==> src/rtl/run_ctrl_pkg.sv <==
// Shared types and helpers for the run sequencer.
package run_ctrl_pkg;

  typedef enum logic [2:0] {IDLE, RESET, RUN, FINISH, TIMEOUT} run_state_t;

  localparam int CNT_W_DEF = 16;

  // True when the low n bits of mask are all set (n <= 64).
  function automatic logic all_ones(input logic [63:0] mask, input int n);
    logic r;
    r = 1'b1;
    for (int i = 0; i < 64; i++)
      if (i < n && !mask[i]) r = 1'b0;
    return r;
  endfunction

endpackage

==> src/rtl/sat_counter.sv <==
// Up-counter with synchronous clear that sticks at LIMIT instead of wrapping.
module sat_counter #(
  parameter int W     = 8,
  parameter int LIMIT = 255
) (
  input  logic         clk,
  input  logic         reset,
  input  logic         clr,
  input  logic         en,
  output logic [W-1:0] cnt
);

  always_ff @(posedge clk) begin
    if (!reset)                         cnt <= '0;
    else if (clr)                       cnt <= '0;
    else if (en && cnt != W'(LIMIT))    cnt <= cnt + W'(1);
  end

endmodule

==> src/rtl/run_controller.sv <==
// Run sequencer: holds cores in reset, runs until all channels are done or MAX_CYCLES.
// Define RUN_CTRL_PERF_EN to add per-channel completion-cycle capture (done_cyc).
module run_controller
  import run_ctrl_pkg::*;
#(
  parameter int N_CH       = 1,
  parameter int RST_CYCLES = 2,
  parameter int MAX_CYCLES = 100,
  parameter int CNT_W      = CNT_W_DEF
) (
  input  logic             clk,
  input  logic             reset,
  input  logic             start,
  input  logic [N_CH-1:0]  done_i,
  output logic             core_rst,
  output logic             busy,
  output logic             finished,
  output logic             timed_out,
  output logic [N_CH-1:0]  done_mask,
  output logic [CNT_W-1:0] cycle_cnt
`ifdef RUN_CTRL_PERF_EN
  ,output logic [N_CH*CNT_W-1:0] done_cyc
`endif
);

  localparam int RCW = (RST_CYCLES < 1) ? 1 : $clog2(RST_CYCLES + 1);

  run_state_t     state;
  logic [RCW-1:0] rst_cnt;
  logic           launch;
  logic           all_done;

  // start only takes effect from a resting state; there is no abort while busy
  assign launch   = start && (state == IDLE || state == FINISH || state == TIMEOUT);
  assign all_done = all_ones(64'(done_mask | done_i), N_CH);

  sat_counter #(.W(RCW), .LIMIT(RST_CYCLES)) u_rst_cnt (
    .clk   (clk),
    .reset (reset),
    .clr   (launch),
    .en    (state == RESET),
    .cnt   (rst_cnt)
  );

  sat_counter #(.W(CNT_W), .LIMIT(MAX_CYCLES)) u_cycle_cnt (
    .clk   (clk),
    .reset (reset),
    .clr   (launch),
    .en    (state == RUN),
    .cnt   (cycle_cnt)
  );

  always_ff @(posedge clk) begin
    if (!reset) begin
      state     <= IDLE;
      core_rst  <= 1'b1;
      busy      <= 1'b0;
      finished  <= 1'b0;
      timed_out <= 1'b0;
      done_mask <= '0;
    end else begin
      case (state)
        IDLE, FINISH, TIMEOUT: begin
          if (start) begin
            state     <= RESET;
            core_rst  <= 1'b1;
            busy      <= 1'b1;
            finished  <= 1'b0;
            timed_out <= 1'b0;
            done_mask <= '0;
          end
        end
        RESET: begin
          if (rst_cnt == RCW'(RST_CYCLES - 1)) begin
            state    <= RUN;
            core_rst <= 1'b0;
          end
        end
        RUN: begin
          done_mask <= done_mask | done_i;
          // all-done takes priority over the limit on the same cycle
          if (all_done) begin
            state    <= FINISH;
            finished <= 1'b1;
            busy     <= 1'b0;
            core_rst <= 1'b1;
          end else if (cycle_cnt == CNT_W'(MAX_CYCLES - 1)) begin
            state     <= TIMEOUT;
            timed_out <= 1'b1;
            busy      <= 1'b0;
            core_rst  <= 1'b1;
          end
        end
        default: state <= IDLE;
      endcase
    end
  end

`ifdef RUN_CTRL_PERF_EN
  always_ff @(posedge clk) begin
    if (!reset || launch) begin
      done_cyc <= '0;
    end else if (state == RUN) begin
      for (int i = 0; i < N_CH; i++)
        if (done_i[i] && !done_mask[i])
          done_cyc[i*CNT_W +: CNT_W] <= cycle_cnt + CNT_W'(1);
    end
  end
`endif

endmodule
==> config.mk <==
export PLATFORM = sky130hd
export DESIGN_NAME = run_controller
export DESIGN_NICKNAME = d
export VERILOG_FILES = /design/src/rtl/run_ctrl_pkg.sv /design/src/rtl/sat_counter.sv /design/src/rtl/run_controller.sv
export SDC_FILE = /design/constraint.sdc
export NUM_CORES = 1
export LEC_CHECK = 0
export CORE_UTILIZATION = 40
export CTS_CLUSTER_DIAMETER = 200
export DETAILED_ROUTE_END_ITERATION = 8
export HOLD_SLACK_MARGIN = 0.08
export PLACE_DENSITY_LB_ADDON = 0.05
export RECOVER_POWER = 50
export SETUP_SLACK_MARGIN = 0.3
export SLEW_MARGIN = 5
export SYNTH_ARGS = -nofsm -noshare
export SYNTH_HDL_FRONTEND = slang
export SYNTH_SLANG_ARGS = --single-unit
==> constraint.sdc <==
create_clock -name clk -period 2.8 [get_ports clk]
set_input_delay 0.56 -clock clk [delete_from_list [all_inputs] [get_ports clk]]
set_output_delay 0.56 -clock clk [all_outputs]
set_load 0.01 [all_outputs]
Word level (Yosys, flattened, before mapping):

Index checks and enable logic that the tools add are counted.

* word-level logic and storage cells: 62
* bits in registers: 26
* output and inout bits: 21
* input bits: 4

* equality and inequality tests: 14
* bitwise gates (word level): 3
* reduce and logical (&&, ||, !) cells: 16
* $add $sub $neg: 2
* muxes and demuxes: 19

Operators by type and width (number)
* $add A16 B1 Y16 const B: 1
* $eq A16 B7 Y1 const B: 1
* $ne A16 B7 Y1 const B: 1
* $mux W3: 4
* $ne A2 B2 Y1 const B: 6
* $mux W1: 9
* $pmux W3 S3: 1
* $reduce_and A3 Y1: 3
* $pmux W1 S2: 4
* $reduce_and A4 Y1: 2
* $eq A3 B2 Y1 const B: 2
* $eq A3 B1 Y1 const B: 1
* $eq A3 B3 Y1 const B: 1
* $logic_and A1 B1 Y1: 3
* $logic_not A3 Y1: 1
* $ne A3 B3 Y1 const B: 1
* $pmux W1 S3: 1
* $reduce_bool A3 Y1: 1
* $reduce_or A3 Y1: 1
* $add A2 B1 Y2 const B: 1
* $eq A2 B1 Y1 const B: 1
* $logic_or A1 B1 Y1: 2
* $or A1 B1 Y1: 2
* $reduce_and A2 Y1: 1
* 3 further kinds: 3

Logic depth before layout (Yosys ltp):

Gate-level depths: netlist of the first run.

* depth in word-level cells: 5
* mapped depth: 6
* mapped depth without buffers: 6

Modules after synthesis:

A second synthesis of the first run with hierarchy kept.

* cell total of the unflattened synthesis: 169
* area total of the unflattened synthesis: 1417.6 µm²

By module, submodules not included
* sat_counter at u_cycle_cnt: area an instance 828.3 µm², instances 1, seq. area each 320.3 µm², cells an instance 97
* run_controller: area an instance 481.7 µm², instances 1, seq. area each 160.2 µm², cells an instance 62
* sat_counter at u_rst_cnt: area an instance 107.6 µm², instances 1, seq. area each 40.0 µm², cells an instance 10

Worst setup path before layout of the first run:

Ideal clock, no wire load.

* path kind: register to register
* start point: register u_cycle_cnt.cnt[0]
* end point: register core_rst
* library setup time: 0.122 ns
* slack: 1.024 ns
* cell stages (with the launch flop): 6
* data arrival time: 1.654 ns
* cell sequence: dfxtp_1 ha_1 nor4b_1 nand4_1 a211o_1 a221o_1

* cells in the longest elaborated chain, start to end: 3

Ends and longest elaborated chain
* from (decl): line sat_counter.sv:10 `output logic [W-1:0] cnt`
* from (signal assigned): line sat_counter.sv:16 `else if (en && cnt != W'(LIMIT)) cnt <= cnt + W'(1);`
* $eq A16 B7 Y1: line run_controller.sv:87 `end else if (cycle_cnt == CNT_W'(MAX_CYCLES - 1)) begin`
* $ne A3 B3 Y1 (no source line)
* $reduce_and A4 Y1 (no source line)
* to (signal assigned): line run_controller.sv:76 `core_rst <= 1'b0;`
* to (signal assigned): line run_controller.sv:86 `core_rst <= 1'b1;`
* to (signal assigned): line run_controller.sv:91 `core_rst <= 1'b1;`
* to (decl): line run_controller.sv:15 `output logic core_rst,`

No other way between the ends.
A chain may end at the register's enable or synchronous reset.

Final worst setup path of the first run:

* start point: input start
* end point: register core_rst

* cells in the longest elaborated chain, start to end: 2

Ends and longest elaborated chain
* from (decl): line run_controller.sv:13 `input logic start,`
* $ne A2 B2 Y1 (no source line)
* $reduce_and A4 Y1 (no source line)
* to (signal assigned): line run_controller.sv:56 `core_rst <= 1'b1;`
* to (signal assigned): line run_controller.sv:66 `core_rst <= 1'b1;`
* to (signal assigned): line run_controller.sv:76

No other way between the ends.

==> summary.md, run 1 <==
| Metric | Value |
|---|---|
| Outcome | finished, final reports clean |
| Critical path fanouts, max | 7 |
| Number of register bits inferred by synthesis | 26 |
| Fin worst setup slack | 785 ps |
| Post-synth EDFFs | 0 |
| Max-cap violation count | 0 |
| Count of final hold-check violations | 0 |
| Min Clock Period, post-route | 2010 ps |
| IR Drop Worst-Case VDD | 0.405 mV |
| WP buf/inv | 1 |
| Mapped Cells | 151 |
| Seq/Total Area, Yosys | 38.5% |
| Static Leak | 0.586 nW |
| Critical path class | in -> reg |
| Worst Setup End Kind | flop |
| HPWL after detailed placement | 2030 um |
| Number of port buffers | 24 |
| PwrDens | 616 nW/um2 |
| Worst-Margin Slew | 768 ps |
| CP max stage delay | 440 ps |
| Fillers | 308 |
| Share of flip-flops with an asynchronous set or reset | 0% |
| Multi-input gate area | 741 um2 |
| Synth cell types | 43 |
| Num ports | 25 |
| Vias per cell | 5.31 |
| Drt pass-1 iters | 6 |
| Post-Synth XOR/XNOR Area | 5.19% |
| Largest family of logic cells by synthesized area | simple AND/OR/NAND/NOR gates |
| Routed Antenna Nets | 0 |
| Drt wl/cell | 12.8 um |
| Final WL | 2760 um |
| Max_slew headroom | 48.6% |
| Pre-CTS WS | 648 ps |
| Period utilisation layout | 71.9% |
| Layout net count | 180 |
| Share of cells above drive strength 1 | 4.68% |
| Hold path depth | 1 |
| Clk_lat worst skew | 330 ps |
| Count of pins over their slew limit | 0 |
| Vias in the first global route | 1048 |
| Final Setup Violations | 0 |
| Die ar. | 3610 um2 |
| Tot GR Track Use | 17.1% |
| CTS Buf Count | 3 |
| Final GP Congestion | 0.813 |
| DR iter-0 viols | 61 |
| Post-Route Setup TNS | 0 ps |
| Global-route wire length before repair | 4680 um |
| Register-to-Register Path Depth | 4 |
| Synth Area in Adders | 3.70% |
| Hold Buf Count CTS | 0 |
| Remaining DRCs | 0 |
| Synth Area in Compound Gates | 17.5% |
| Crit path cell chain | clkdlybuf4s50_1 -> mux2_2 -> o32ai_1 -> a21oi_1 -> a221o_1 |
| CP top delay family | compound AO/OA/AOI/OAI gates |
| Mux contribution to synthesized area | 1.57% |
| Largest net degree at the start of global routing | 18 |
| Site Rows | 20 |
| Clk slew on worst S/H paths | 130 ps |
| H-tree levels | 1 |
| Initial antenna violation count | 0 |
| Root Driver | clkbuf_4 |
| Top FF cell, synth | dfxtp_1 |
| Hold/Removal Path Class | reg -> reg |
| Maximum clock path buffer count | 2 |
| Total grt overflow | 0 |
| Mean Syn Cell Area | 8.95 um2 |
| CP required | 3020 ps |
| Syn Nets | 159 |
| CTS tree | done |
| Die H | 60.1 um |
| WHS | 485 ps |
| Simple-gate share of the synthesized area | 27.7% |
| Crit start category | primary input |
| Placeable Area | 3130 um2 |
| Reg area | 520 um2 |
| Setup Buffers After CTS | 0 |
| Slowest CP cell | clkdlybuf4s50_1 |
| RSZ-0062 raised after global routing | no |
| Post-cts sizing count | 0 |
| Post-Syn Area | 1350 um2 |
| Arrival time at the worst endpoint | 2230 ps |
| Final Total Pwr | 0.000998 W |
| Die width | 60.1 um |
| Effective utilization at floorplan | 43.2% |
| Diodes inserted | 0 |
| Skew final | 14.3 ps |
| Fmax | 496 MHz |
| Via count | 1141 |
| Ys Warns | 0 |
| CP Depth | 5 |
| TritonCTS Sinks | 26 |
| P&R area growth vs syn | 19.8% |
-- cells in the mapped netlist (5+ instances only) --
cell type  instances  area [um2]
nand4_1            8        50.1
a21oi_1            9        45.0
nor2_1            14        52.6
xor2_1             7        61.3
dfxtp_1           26         521
nand3_1            5        25.0
or3_1              7        43.8
inv_1              7        26.3
o21ai_0            9        45.0
-- registers in the layout (all words and copies together) (netlist names) --
| signal | cells |
|---|---|
| state | 3 |
| u_rst_cnt.cnt | 2 |
| u_cycle_cnt.cnt | 16 |
| core_rst | 1 |
| finished | 1 |
| busy | 1 |
| done_mask | 1 |
| timed_out | 1 |
-- kinds of logic after synthesis --
kind of cell	Yosys count
AOI/OAI and AO/OA	34
xor gates and xnor gates	8
adders and majority gates	4
buffers and inverters	15
DFF	26
muxes	2
and+or+nand+nor	62
-- final timing paths --
| check | end | from | slack, ps |
|---|---|---|---|
| max | core_rst | start | 790 |
| min reg2reg | timed_out | timed_out | 480 |
| max reg2reg | u_rst_cnt.cnt[1] | state[2] | 820 |
| min | timed_out | timed_out | 480 |
-- metrics by stage --
| step | utilization, % | instance area (um2) | instances |
|---|---|---|---|
| 2_1_floorplan | - | 1350 | 151 |
| 3_3_place_gp | 51.0 | 1590 | 211 |
| 3_5_place_dp | 51.0 | 1590 | 211 |
| 4_1_cts | 52.1 | 1630 | 215 |
| 5_1_grt | 51.8 | 1620 | 215 |
| 6_report | 51.8 | 1620 | 215 |
-- report_power, final --
group	internal, W	switching [W]	total [W]	leakage, nW
combinational	0.000155	0.000162	0.000317	0.354
sequential	0.000419	0.0000709	0.000490	0.211
clock	0.0000796	0.000111	0.000191	0.0210
total	0.000654	0.000344	0.000998	0.586
-- routing by layer --
| layer | up-vias | share of wire [%] | track usage, % |
|---|---|---|---|
| li1 | 592 | - | - |
| met1 | 524 | 47 | 20.8 |
| met2 | 23 | 49 | 30.1 |
| met3 | 2 | 3.4 | 4.55 |
| met4 | 0 | 0.62 | 2.99 |
| met5 | - | 0 | 0 |
-- layout make-up --
type,count,area share (%)
tap,44,3.40
clock buffer,4,2.24
inverter,7,1.62
timing repair buffer,24,14.8
multi-input combinational,110,45.7
sequential,26,32.1
-- cell usage in the layout, fill, tap and decap left out, types with 3 or more instances in the layout --
master,count
nor2_1,14
clkdlybuf4s50_1,9
nand2_1,4
ha_1,4
xor2_1,7
clkbuf_4,3
a21oi_1,10
dfxtp_1,26
o21ai_0,9
inv_1,7
nand4_1,8
o21a_1,4
and2_1,3
or3_1,7
dlygate4sd3_1,15
nand3_1,5
(Power assumes the default switching activity.)
==> run 2: changes to the inputs <==
==> constraint.sdc (replaced) <==
create_clock -name clk -period 2.01 [get_ports clk]
set_input_delay 0.402 -clock clk [delete_from_list [all_inputs] [get_ports clk]]
set_output_delay 0.402 -clock clk [all_outputs]
set_load 0.01 [all_outputs]
==> run 2 against run 1 <==
Effect of this change:
- via count rose by 4.5%
- die area did not move
- combinational power rose by 53%
- design area rose by 7.0%
- routed wire length rose by 4.9%
- register-to-register slack got worse by 500 ps
==> summary.md, run 2 (synthesized netlist as in run 1, its figures left out) <==
| Metric | Value |
|---|---|
| Outcome | finished, final reports clean |
| Final Setup Violations | 0 |
| Diodes inserted | 0 |
| TritonCTS Sinks | 26 |
| Drt wl/cell | 13.1 um |
| Reg with most FFs | u_cycle_cnt.cnt |
| Post-route design area | 1730 um2 |
| RSZ-0062 raised after global routing | no |
| Flop pwr share | 49.6% |
| DR iter-0 viols | 55 |
| Clk slew on worst S/H paths | 130 ps |
| Max-cap violation count | 0 |
| Flip-flop count of the largest register, all copies and words added | 16 |
| H-tree levels | 1 |
| Hold/Removal Path Class | reg -> reg |
| Critical path class | reg -> reg |
| Skew final | 3.87 ps |
| Layout net count | 187 |
| Die width | 60.1 um |
| P&R area growth vs syn | 28.2% |
| Post-DP Area | 1640 um2 |
| Sw Ratio | 34.8% |
| Pint | 0.000910 W |
| Site Rows | 20 |
| Total grt overflow | 0 |
| Die H | 60.1 um |
| Final WL | 2890 um |
| Routed Antenna Nets | 0 |
| Count of pins over their slew limit | 0 |
| Worst-Margin Slew | 517 ps |
| Maximum clock path buffer count | 2 |
| Placeable Area | 3130 um2 |
| Critical hold path startpoint | timed_out |
| Critical path fanouts, max | 7 |
| Combinational Power Share | 34.8% |
| Drt pass-1 iters | 4 |
| Count of final hold-check violations | 0 |
| Period utilisation layout | 84.3% |
| Crit start category | flop |
| Hold Buf Count CTS | 0 |
| IR Drop Worst-Case VDD | 0.511 mV |
| Most common cell after layout, fill and taps aside | clkdlybuf4s50_1 |
| Die ar. | 3610 um2 |
| HPWL after detailed placement | 2160 um |
| Remaining DRCs | 0 |
| Number of port buffers | 24 |
| Clk_lat worst skew | 320 ps |
| Effective utilization at floorplan | 43.2% |
| Post-Route Setup TNS | 0 ps |
| Static Leak | 0.656 nW |
| Crit path launch | u_rst_cnt.cnt[1] |
| Largest net degree at the start of global routing | 14 |
| Vias per cell | 5.39 |
| P_sw | 0.000486 W |
| Global-route wire length before repair | 4860 um |
| Clock Power Share | 15.6% |
| Vias in the first global route | 1060 |
| PwrDens | 806 nW/um2 |
| Arrival time at the worst endpoint | 1910 ps |
| Commonest cells after routing, fill and taps aside | clkdlybuf4s50_1 (19), nor2_1 (14), dfxtp_1 (11) |
| Via count | 1192 |
| Share of cells above drive strength 1 | 19.8% |
| CTS tree | done |
| Fillers | 307 |
| Tot GR Track Use | 17.6% |
| CTS Buf Count | 3 |
| Biggest regs | u_cycle_cnt.cnt x16, state x3, u_rst_cnt.cnt x2 |
| Worst Setup End Kind | flop |
| CP required | 2230 ps |
| Root Driver | clkbuf_4 |
| Initial antenna violation count | 0 |
| Min Clock Period, post-route | 1690 ps |
| Final GP Congestion | 0.829 |
| Num ports | 25 |
| Fmax | 590 MHz |
| Reg2Reg Launch Point | u_rst_cnt.cnt[1] |
| Max_slew headroom | 65.6% |
| WHS | 490 ps |
## run 2: cell count changes in the layout (fill, tap and decap cells not counted), moves of 2 or more
cell             previous run  this run
dlymetal6s2s_1              0         4
dfxtp_1                    26        11
dfxtp_2                     0         9
dlygate4sd3_1              15         0
dfxtp_4                     0         6
buf_4                       0         6
clkdlybuf4s50_1             9        19
nor4b_1                     2         0
nor4b_2                     0         2
## run 2: final timing paths
| path | endpoint | slack (ps) | depth (start not counted) |
|---|---|---|---|
| worst max register to register | core_rst | 320 | 6 |
| worst max-delay path | core_rst | 320 | 6 |
| worst min-delay path | timed_out | 490 | 1 |
| worst min register to register | timed_out | 490 | 1 |
## run 2: layer usage
layer	GRT usage, %	vias to the layer above	wire length, um
li1	-	606	-
met1	23.6	566	1370
met2	28.6	18	1430
met3	3.90	2	78
met4	3.99	0	17
met5	0	-	0
## run 2: power groups by stage
stage / Clock [W] / Sequential (W) / Combinational [W]
3_3_place_gp: 0 / 0.000690 / 0.000478
5_1_grt: 0.000243 / 0.000713 / 0.000540
4_1_cts: 0.000224 / 0.000688 / 0.000495
3_5_place_dp: 0 / 0.000695 / 0.000492
2_1_floorplan: 0 / 0.000644 / 0.000427
6_report: 0.000218 / 0.000693 / 0.000485
## run 2: cell type report
type | count | area, um2 | share of cell area (%)
clock buffers | 3 | 22.5 | 1.30
multi-input cells | 110 | 777 | 44.8
well taps | 44 | 55.1 | 3.18
flip-flops and latches | 26 | 554 | 32.0
repair buffers | 31 | 298 | 17.2
inverters | 7 | 26.3 | 1.52
## run 2: stage by stage
stage	util, %	power [W]	setup WS [ps]	instances
floorplan	-	0.00107	318	151
global placement	52.6	0.00117	52.7	217
detailed placement	52.6	0.00119	13.6	217
CTS	54.3	0.00141	278	221
global route	55.4	0.00150	184	221
finish	55.4	0.00140	316	221
## run 2: repair_timing
action / 4_1_cts / 5_1_grt
hold endpoints to repair: 0 / 0
gates resized for setup: 14 / 23
endpoints found under the setup margin: 14 / 24
gates cloned: 0 / 0
buffers inserted: 1 / 0
## run 2: worst max-delay path, cell delays in order (launching register included)
cell and delay, ps:
dfxtp_1 380, inv_1 50, ha_1 170, mux2_2 270, o32ai_2 300, a21oi_2 100
a221o_1 330
==> run 3: changes to the inputs <==
==> constraint.sdc (replaced) <==
create_clock -name clk -period 1.5 [get_ports clk]
set_input_delay 0.3 -clock clk [delete_from_list [all_inputs] [get_ports clk]]
set_output_delay 0.3 -clock clk [all_outputs]
set_load 0.01 [all_outputs]
==> run 3 against run 2 <==
Effect of this change:
- the flow now finishes with violations (negative setup slack)
- via count grew 27%
- flip-flop and latch count is the same
- routed wire length grew 59%
- combinational power grew to 2.9 times the previous value
- register-to-register slack lost 410 ps
- critical path type unchanged
- critical endpoint unchanged
- largest power group is now combinational logic
==> summary.md, run 3 (synthesized netlist as in run 1, its figures left out) <==
| Metric | Value |
|---|---|
| Remaining DRCs | 0 |
| Flop pwr share | 33.7% |
| Via count | 1509 |
| Initial antenna violation count | 0 |
| Critical path class | reg -> reg |
| Final Total Pwr | 0.00261 W |
| Clk slew on worst S/H paths | 160 ps |
| Flip-flop count of the largest register, all copies and words added | 16 |
| Layout net count | 247 |
| Hold Path End | timed_out |
| Root Driver | clkbuf_4 |
| Count of final hold-check violations | 0 |
| Register-to-Register Path Depth | 5 |
| Pint | 0.00168 W |
| IR Drop Worst-Case VDD | 0.849 mV |
| Sw Ratio | 35.6% |
| WHS | 491 ps |
| Critical path fanouts, max | 2 |
| Reg-to-reg slack, setup | -100 ps |
| Crit start category | flop |
| Effective utilization at floorplan | 43.2% |
| CTS tree | done |
| CTS Buf Count | 3 |
| H-tree levels | 1 |
| Die H | 60.1 um |
| Die ar. | 3610 um2 |
| Max_slew headroom | 72.0% |
| DR iter-0 viols | 58 |
| Clock Power Share | 11.9% |
| Tot GR Track Use | 23.5% |
| Vias in the first global route | 1438 |
| Period utilisation layout | 107% |
| Outcome | complete, but fails checks |
| Crit path cell chain | nor4b_4 -> buf_4 -> nand4_1 -> a211o_1 -> a221o_1 |
| Vias per cell | 5.35 |
| Finished Layout Cells | 282 |
| CP Depth | 5 |
| P_sw | 0.000930 W |
| Post-Route Setup TNS | -529 ps |
| Critical hold path startpoint | timed_out |
| Global-route wire length before repair | 6350 um |
| Worst-Margin Slew | 419 ps |
| Hold/Removal Path Class | reg -> reg |
| Diodes inserted | 0 |
| Routed Antenna Nets | 0 |
| Num ports | 25 |
| Worst Setup End Kind | flop |
| Commonest cells after routing, fill and taps aside | buf_6 (47), buf_4 (36), dfxtp_2 (19) |
| P&R area growth vs syn | 86.6% |
| Final core occ | 80.6% |
| TritonCTS Sinks | 26 |
| Most common cell after layout, fill and taps aside | buf_6 |
| Die width | 60.1 um |
| Hold path depth | 1 |
| Static Leak | 1.01 nW |
| Reg2Reg Launch Point | u_cycle_cnt.cnt[7] |
| Placeable Area | 3130 um2 |
| Share of cells above drive strength 1 | 67.2% |
| Biggest regs | u_cycle_cnt.cnt x16, state x3, u_rst_cnt.cnt x2 |
| Largest net degree at the start of global routing | 15 |
| Combinational Power Share | 54.4% |
| Count of pins over their slew limit | 0 |
| CP max stage delay | 380 ps |
| Max-cap violation count | 0 |
| Reg with most FFs | u_cycle_cnt.cnt |
| Failing checks | negative setup slack |
| R2R Path End | core_rst |
| CP top delay family | compound AO/OA/AOI/OAI gates |
| Fmax | 626 MHz |
| PwrDens | 1040 nW/um2 |
| Drt pass-1 iters | 4 |
| Hold Buf Count CTS | 0 |
| Slowest CP cell | dfxtp_2 |
| CP required | 1740 ps |
| Drt wl/cell | 16.3 um |
| Maximum clock path buffer count | 2 |
| Arrival time at the worst endpoint | 1830 ps |
| Final GP Congestion | 0.780 |
| Clk_lat worst skew | 320 ps |
| HPWL after detailed placement | 2520 um |
| Cell total after placement | 249 |
| Site Rows | 20 |
| Final WL | 4590 um |
| Final Setup Violations | 12 |
| Number of port buffers | 24 |
| Fin worst setup slack | -97.7 ps |
| WP buf/inv | 1 |
| RSZ-0062 raised after global routing | yes |
| Skew final | 17.0 ps |
| Total grt overflow | 0 |
| Min Clock Period, post-route | 1600 ps |
## run 3: changes by cell type in the layout (fill, tap and decap cells not counted), sizes merged
cell,before,now
dlymetal6s2s,4,0
clkinv,0,1
clkdlybuf4s50,19,3
buf,6,87
clkbuf,4,3
clkdlybuf4s15,0,1
dlygate4sd2,1,0
## run 3: worst max-delay path by stage
stage	endpoint	start
after detailed placement	core_rst	start
after floorplan	core_rst	state[1]
after global routing	u_cycle_cnt.cnt[2]	u_cycle_cnt.cnt[1]
final	core_rst	u_cycle_cnt.cnt[7]
after global placement	core_rst	start
after CTS	core_rst	u_cycle_cnt.cnt[7]
## run 3: power groups by stage
stage	Sequential, W	Clock (W)	Combinational, W
floorplan	0.000871	0	0.000615
global placement	0.000860	0	0.000895
detailed placement	0.000862	0	0.000919
CTS	0.000871	0.000308	0.00126
global route	0.000888	0.000349	0.00153
finish	0.000879	0.000311	0.00142
## run 3: cell type report
type                    instances  area [um2]
repair buffers                 91         860
clock buffers                   3        22.5
flip-flops and latches         26         563
fillers                       205         607
multi-input cells             110         991
well taps                      44        55.1
inverters                       7        26.3
clock inverters                 1        3.75
## run 3: per-stage QoR
stage	worst slack [ps]	cell area (um2)
after floorplan	-119	1440
after global placement	-287	1940
after detailed placement	-330	1940
after CTS	-61.7	2340
after global routing	-142	2520
final	-97.7	2520
## run 3: what timing repair did
action                                  CTS  global route
endpoints found under the hold margin     0             0
endpoints found under the setup margin   47            45
buffers inserted                         18            11
resized for setup                       159            34
pin swaps                                25            12
## run 3: per-layer routing
layer  part of all wire, %  up-vias  GRT usage, %
li1                      -      728             -
met1                    40      728          26.6
met2                    55       41          43.6
met3                   2.8       12          3.25
met4                   2.4        0          8.97
met5                     0        -             0
